### src/rtl/mem_pkg.sv
// Shared types for the byte-enable memory with clear engine.
package mem_pkg;
  typedef enum logic {ST_CLEAR, ST_IDLE} mem_state_t;
  localparam int BYTE_W = 8;
endpackage

### src/rtl/mem_rd_pipe.sv
// Read-return delay line: LAT cycles from in_vld to out_vld, no backpressure.
// Every data stage holds its last value, so out_dat is stable between reads.
module mem_rd_pipe #(
  parameter int WIDTH = 32,
  parameter int LAT   = 1
) (
  input  logic             clk,
  input  logic             rst,
  input  logic             in_vld,
  input  logic [WIDTH-1:0] in_dat,
  output logic             out_vld,
  output logic [WIDTH-1:0] out_dat
);
  logic [LAT-1:0]   vld;
  logic [WIDTH-1:0] dat [LAT];

  always_ff @(posedge clk) begin
    if (!rst) begin
      vld <= '0;
      for (int i = 0; i < LAT; i++) dat[i] <= '0;
    end else begin
      vld[0] <= in_vld;
      if (in_vld) dat[0] <= in_dat;
      for (int i = 1; i < LAT; i++) begin
        vld[i] <= vld[i-1];
        if (vld[i-1]) dat[i] <= dat[i-1];
      end
    end
  end

  assign out_vld = vld[LAT-1];
  assign out_dat = dat[LAT-1];
endmodule

### src/rtl/mem_be_clr.sv
// Single-port memory with byte enables, READ_LAT-cycle registered reads and a
// one-word-per-cycle clear walk; requests are refused (ready=0) while clearing.
module mem_be_clr
  import mem_pkg::*;
#(
  parameter int WIDTH    = 32,
  parameter int DEPTH    = 16,
  parameter int ADDR_W   = $clog2(DEPTH),
  parameter int BE_W     = WIDTH / 8,
  parameter int READ_LAT = 1
) (
  input  logic              clk,
  input  logic              rst,
  input  logic              req,
  input  logic              wen,
  input  logic [BE_W-1:0]   be,
  input  logic [ADDR_W-1:0] addr,
  input  logic [WIDTH-1:0]  wdata,
  input  logic              clr,
  output logic              ready,
  output logic              busy,
  output logic [WIDTH-1:0]  rdata,
  output logic              rvalid
);
  generate
    if (WIDTH % BYTE_W != 0) begin : g_bad_width
      $error("mem_be_clr: WIDTH must be a multiple of 8");
    end
    if (READ_LAT != 1 && READ_LAT != 2) begin : g_bad_lat
      $error("mem_be_clr: READ_LAT must be 1 or 2");
    end
    if (DEPTH < 2) begin : g_bad_depth
      $error("mem_be_clr: DEPTH must be at least 2");
    end
  endgenerate

  localparam logic [ADDR_W-1:0] LAST    = ADDR_W'(DEPTH - 1);
  localparam logic [ADDR_W:0]   DEPTH_X = (ADDR_W + 1)'(DEPTH);

  mem_state_t        state, state_nxt;
  logic [ADDR_W-1:0] cptr, cptr_nxt;
  logic [WIDTH-1:0]  mem [DEPTH];
  logic              acc, in_range;
  logic [WIDTH-1:0]  rd_word;

  assign ready    = (state == ST_IDLE);
  assign busy     = ~ready;
  assign acc      = req && ready;
  assign in_range = ({1'b0, addr} < DEPTH_X);
  assign rd_word  = in_range ? mem[addr] : '0;

  // clr while already clearing is ignored: only ST_IDLE looks at it
  always_comb begin
    state_nxt = state;
    cptr_nxt  = cptr;
    case (state)
      ST_CLEAR: begin
        cptr_nxt = cptr + ADDR_W'(1);
        if (cptr == LAST) begin
          state_nxt = ST_IDLE;
          cptr_nxt  = '0;
        end
      end
      ST_IDLE: begin
        if (clr) begin
          state_nxt = ST_CLEAR;
          cptr_nxt  = '0;
        end
      end
      default: begin
        state_nxt = ST_CLEAR;
        cptr_nxt  = '0;
      end
    endcase
  end

  always_ff @(posedge clk) begin
    if (!rst) begin
      state <= ST_CLEAR;
      cptr  <= '0;
    end else begin
      state <= state_nxt;
      cptr  <= cptr_nxt;
    end
  end

  // Array has no reset; the clear walk is what zeroes it.
  always_ff @(posedge clk) begin
    if (rst) begin
      if (state == ST_CLEAR) begin
        mem[cptr] <= '0;
      end else if (acc && wen && in_range) begin
        for (int b = 0; b < BE_W; b++) begin
          if (be[b]) mem[addr][b*BYTE_W +: BYTE_W] <= wdata[b*BYTE_W +: BYTE_W];
        end
      end
    end
  end

  mem_rd_pipe #(
    .WIDTH (WIDTH),
    .LAT   (READ_LAT)
  ) u_rd_pipe (
    .clk     (clk),
    .rst     (rst),
    .in_vld  (acc && !wen),
    .in_dat  (rd_word),
    .out_vld (rvalid),
    .out_dat (rdata)
  );
endmodule

### config.mk
export PLATFORM = sky130hd
export DESIGN_NAME = mem_be_clr
export DESIGN_NICKNAME = d
export VERILOG_FILES = /design/src/rtl/mem_pkg.sv /design/src/rtl/mem_rd_pipe.sv /design/src/rtl/mem_be_clr.sv
export SDC_FILE = /design/constraint.sdc
export NUM_CORES = 1
export LEC_CHECK = 0
export BUFFER_PORTS_ARGS = -buffer_cell sky130_fd_sc_hd__buf_4
export CAP_MARGIN = 15
export CORE_AREA = 2 2 201 203
export CTS_CLUSTER_DIAMETER = 40
export CTS_CLUSTER_SIZE = 10
export DETAILED_ROUTE_END_ITERATION = 8
export DIE_AREA = 0 0 203 205
export PLACE_DENSITY = 0.85
export SLEW_MARGIN = 20
export SYNTH_ARGS = -nofsm -noshare
export SYNTH_HDL_FRONTEND = slang
export SYNTH_SLANG_ARGS = --single-unit
### constraint.sdc
create_clock -name clk -period 3 [get_ports clk]
set_input_delay 0.75 -clock clk [delete_from_list [all_inputs] [get_ports clk]]
set_output_delay 0.75 -clock clk [all_outputs]
set_load 0.02 [all_outputs]
Word-level counts from Yosys, hierarchy flattened
Memories as Yosys holds them, arrays and structs flattened.
Index checks and enable logic that the tools add are counted.
W data, S select, Z words.
{"block": "classes", "order_cmp": 0, "n_bitwise": 1, "n_shift": 0, "addsub": 1, "n_mux": 38, "n_eq_ne": 2, "n_reduce_logical": 6, "div": 0, "multipliers": 0}
{"cell": "$mux W32", "n": 2}
{"cell": "$reduce_or A32 Y1", "n": 2}
{"cell": "$mux W1", "n": 30}
{"cell": "$mux W4", "n": 4}
{"cell": "$pmux W4 S2", "n": 1}
{"cell": "$add A4 B1 Y4 const B", "n": 1}
{"cell": "$eq A4 B4 Y1 const B", "n": 1}
{"cell": "$logic_and A1 B1 Y1", "n": 3}
{"cell": "$ne A2 B2 Y1 const B", "n": 1}
{"cell": "$pmux W1 S2", "n": 1}
{"cell": "$logic_not A1 Y1", "n": 1}
{"cell": "$not A1 Y1", "n": 1}
{"block": "totals", "n_memories": 2, "romBits": 0, "regBits": 6, "ram_bits": 544, "word_cells": 53, "output_inout_bits": 35, "inputBits": 45, "latchBits": 0}
{"name": "mem", "words": 16, "word_bits": 32, "rd": 1, "rd_clocked_by_memory_dff": 0, "wr": 1, "line": "mem_be_clr.sv:42", "rtl": "logic [WIDTH-1:0] mem [DEPTH];"}
{"name": "u_rd_pipe.dat", "words": 1, "word_bits": 32, "rd": 1, "rd_clocked_by_memory_dff": 0, "wr": 1, "line": "mem_rd_pipe.sv:15", "rtl": "logic [WIDTH-1:0] dat [LAT];"}

Depth between registers and ports, before layout
{"block": "depth", "ltp_word": 8, "depth_mapped": 6, "mapped_depth_nobuf": 4}

Hierarchy
A second synthesis with hierarchy kept.
{"block": "unflattened", "cells_unflattened": 1050, "area_unflattened_um2": 21783.4}
{"module": "mem_be_clr", "area_each_um2": 20529.7, "cells_per_inst": 977, "n_inst": 1, "seq_area_each_um2": 15474.8}
{"module": "mem_rd_pipe", "area_each_um2": 1253.7, "cells_per_inst": 73, "n_inst": 1, "seq_area_each_um2": 980.9}

Worst setup path before layout
OpenSTA, ideal clock, no wires.
{"block": "synth_path", "kind": "in2reg", "start": "in be[0]", "end": "mem mem[15][10] (enable)", "arrival_time_ns": 2.567, "n_path_buf": 2, "required_ns": 2.612, "path_slack_ns": 0.045, "cell_stages": 5, "setup_time_ns": 0.388, "cell_sequence": "or4_4 -> buf_6 -> a21o_4 -> buf_6 -> a221oi_1"}
{"block": "synth_between", "elab_chain_cells": 7, "word_cells_on_any_way": 8, "classes_between": "7 x mux; 1 x reduce/logical"}
{"item": "start: declaration", "line": "mem_be_clr.sv:16", "rtl": "input logic [BE_W-1:0] be,"}
{"item": "$mux W1 *", "line": "mem_be_clr.sv:94", "rtl": "if (be[b]) mem[addr][b*BYTE_W +: BYTE_W] <= wdata[b*BYTE_W +: BYTE_W];"}
{"item": "$mux W1 *", "line": "mem_be_clr.sv:92", "rtl": "end else if (acc && wen && in_range) begin"}
{"item": "$mux W1 *", "line": "mem_be_clr.sv:90", "rtl": "if (state == ST_CLEAR) begin"}
{"item": "$mux W1 *", "line": "mem_be_clr.sv:89", "rtl": "if (rst) begin"}
{"item": "$mux W1 (not written as such) *", "line": "mem_be_clr.sv:94"}
{"item": "$reduce_or A32 Y1 (no line) *"}
{"item": "$mux W4 (no line)"}
{"item": "end: declaration", "line": "mem_be_clr.sv:42"}
Mark *: on every way between the ends. The rest lies on a longest branch, timed or not.

Worst setup path in the final report
{"block": "layout_path", "start": "reg state, in the netlist ready", "end": "mem mem[14][11] (enable)"}
{"block": "layout_between", "elab_chain_cells": 8, "word_cells_on_any_way": 24, "classes_between": "21 x mux; 3 x reduce/logical"}
{"item": "start: declaration", "line": "mem_be_clr.sv:40", "rtl": "mem_state_t state, state_nxt;"}
{"item": "start signal: assignment", "line": "mem_be_clr.sv:82", "rtl": "state <= state_nxt;"}
{"item": "$logic_and A1 B1 Y1", "line": "mem_be_clr.sv:48", "rtl": "assign acc = req && ready;"}
{"item": "$logic_and A1 B1 Y1", "line": "mem_be_clr.sv:92"}
{"item": "$mux W1", "line": "mem_be_clr.sv:92"}
{"item": "$mux W1", "line": "mem_be_clr.sv:90"}
{"item": "$mux W1", "line": "mem_be_clr.sv:89"}
{"item": "$mux W1 (not written as such)", "line": "mem_be_clr.sv:94"}
{"item": "$reduce_or A32 Y1 (no line)"}
{"item": "$mux W4 (no line)"}
Parallel ways exist; a longest one is shown, timed or not.

==> qor.txt <==
Syn_nets = 1095
Final setup vio count = 0
Vias in the first global route = 12460
Crit share post-route = 87.2%
Final Wtd Congestion = 0.858
Layout Skew = 15.8 ps
Worst Tran Pin Value = 875 ps
Setup crit end kind = flip-flop
Initial DRC Count = 1518
Final hold violation count = 0
DIE AREA = 41600 um2
Largest net degree at the start of global routing = 38
DRT Pass-1 Iters = 8
Critical Path Fanout Max = 16
Avg Inst Size Synth = 20.8 um2
Critical path startpoint category = flip-flop
First-pass GRT wire length = 77.9 mm
Max Freq = 0.382 GHz
Num CTS Buffers = 66
Area growth syn-to-layout = 17.1%
Root Driver = clkbuf_16
Maxcap violations = 0
Headroom to the max-slew limit = 41.6%
Setup tns final = 0 ps
Final min period = 2620 ps
Final wirelength = 51.9 mm
Pleak = 8.18 nW
Starting density of the core = 55.6%
Reg2reg path depth = 6
Die W = 203 um
Power consumption = 16.2 mW
DP Wirelength = 31.2 mm
Sequential area share after synthesis = 75.2%
Clock sinks = 550
Placed cells = 1691
Clock tree buffer depth = 3
Critical path type = flip-flop to flip-flop
CTS tree = done
Core Footprint = 39400 um2
Hold Crit Start = rst
Post-synth cell types = 41
NumNets Final = 1280
Drt wl/cell = 29.0 um
Vias = 11951
Total track usage = 25.8%
Highest-count cells in the layout ignoring fill and taps = 544 x edfxtp_1, 193 x buf_4, 128 x mux4_2
Max-slew violation count = 0
Mapped cell area = 21900 um2
Hold Path Stages = 3
PD cells = 631 nW/um2
Crit Reg-Reg Startpoint = ready
DRC violations left = 0
Post-CTS Resized = 0
I/O pin total = 80
Setup bufs post-CTS = 0
Synth Register Bits = 550
Die height = 205 um
Overflow after GRT = 0
Status = finished clean
HP Class = primary input to flip-flop
Worst ir drop on vdd = 0.534 mV
Via/cell ratio = 6.69
RSZ-0062 raised after global routing = false
Antenna violations before repair = 0
Commonest non-fill, non-tap cell in the layout = edfxtp_1
Antenna Nets Post-Route = 0
Syn Inst Count = 1049
Reg clk slew, reported paths = 50 ps
Port Buffers = 79
Share of cells above drive strength 1 = 33.7%
Cts hold-fix bufs = 0
Clk_lat worst skew = 570 ps
Ant diodes = 0
Worst Path Required = 3260 ps
H-tree Lvls = 3
Rows = 73
Critical Path AT = 2880 ps
Final std cells w/o fill = 1787
CP startpoint = ready
Warnings, synthesis = 0
## critical path, cell delays in order (launching register included)
cell      delay [ps]
dfxtp_1          590
and4_2           460
buf_4            260
nand4b_2         120
buf_4            230
a221oi_1         390
buf_4            250
## report_power, final
group          leakage [nW]  internal (mW)  total (mW)  switching [mW]
sequential             4.79           8.44        8.47          0.0329
combinational          2.48          0.266       0.628           0.362
clock                 0.908           4.23        7.06            2.83
total                  8.18           12.9        16.2            3.22
## through the flow
step | utilization, % | hold slack [ps] | setup slack, ps | area [um2]
final | 65.1 | 521 | 383 | 25600
after global placement | 60.3 | 524 | 225 | 23700
after CTS | 65.1 | 503 | 434 | 25600
after detailed placement | 60.3 | 549 | 180 | 23700
after floorplan | - | 499 | 44.9 | 21900
after global routing | 65.1 | 533 | 312 | 25600
## synth_stat cells (all sizes together)
cell type	number	share of area (%)
and4	1	0.046
and2	1	0.029
nand3	64	1.5
nand4	3	0.15
buf	34	0.96
nand4b	5	0.26
clkbuf	50	0.86
mux2i	32	1.5
and4b	1	0.051
nor2	5	0.086
a31oi	1	0.029
ha	1	0.057
nand2	6	0.10
o21ai	11	0.25
a311oi	1	0.040
o211ai	33	1.1
and3	36	1.1
nand2b	1	0.029
a21oi	3	0.069
a221oi	64	2.8
o2bb2ai	1	0.040
edfxtp	544	75
o2111ai	1	0.040
a21o	1	0.069
dfxtp	6	0.55
nor2b	9	0.26
inv	1	0.017
nand3b	1	0.034
or4	3	0.12
mux4	128	13
nor4	1	0.097
## cell families (layout without fill, tap and decap cells)
family / count (synthesis) / in the layout / synth area share [%]
AOI/OAI and AO/OA: 116 / 116 / 4.43
buffers and inverters: 85 / 298 / 1.83
DFF: 550 / 550 / 75.2
adders and majority gates: 1 / 1 / 0.0572
muxes: 160 / 160 / 14.6
and+or+nand+nor: 137 / 137 / 3.78
## worst paths after layout
| path | endpoint | slack (ps) |
|---|---|---|
| worst max-delay path | mem[14][11] | 380 |
| worst min-delay path | cptr[2] | 520 |
| worst max register to register | mem[14][11] | 380 |
| worst min register to register | cptr[2] | 560 |
## area by class of cell
type,instances,area (um2)
Sequential cell,550,16500
Fill cell,2394,13800
Multi-Input combinational cell,414,5020
Clock buffer,89,1800
Timing Repair Buffer,201,1600
Tap cell,525,657
Clock inverter,7,68.8
Inverter,1,3.75
## metal layers
layer / vias up / global-route usage (%) / part of all wire [%]
li1: 4862 / - / -
met1: 6063 / 33.4 / 36
met2: 833 / 42.4 / 50
met3: 193 / 5.57 / 9.8
met4: 0 / 11.5 / 4.5
met5: - / 0 / 0
## sequential cells by signal, summed over array words and instances, names as in the netlist
| register | cells |
|---|---|
| cptr | 4 |
| mem | 512 |
| u_rd_pipe.out_vld | 1 |
| ready | 1 |
| u_rd_pipe.dat | 32 |
Note: power is estimated with default switching activity, not from simulation.
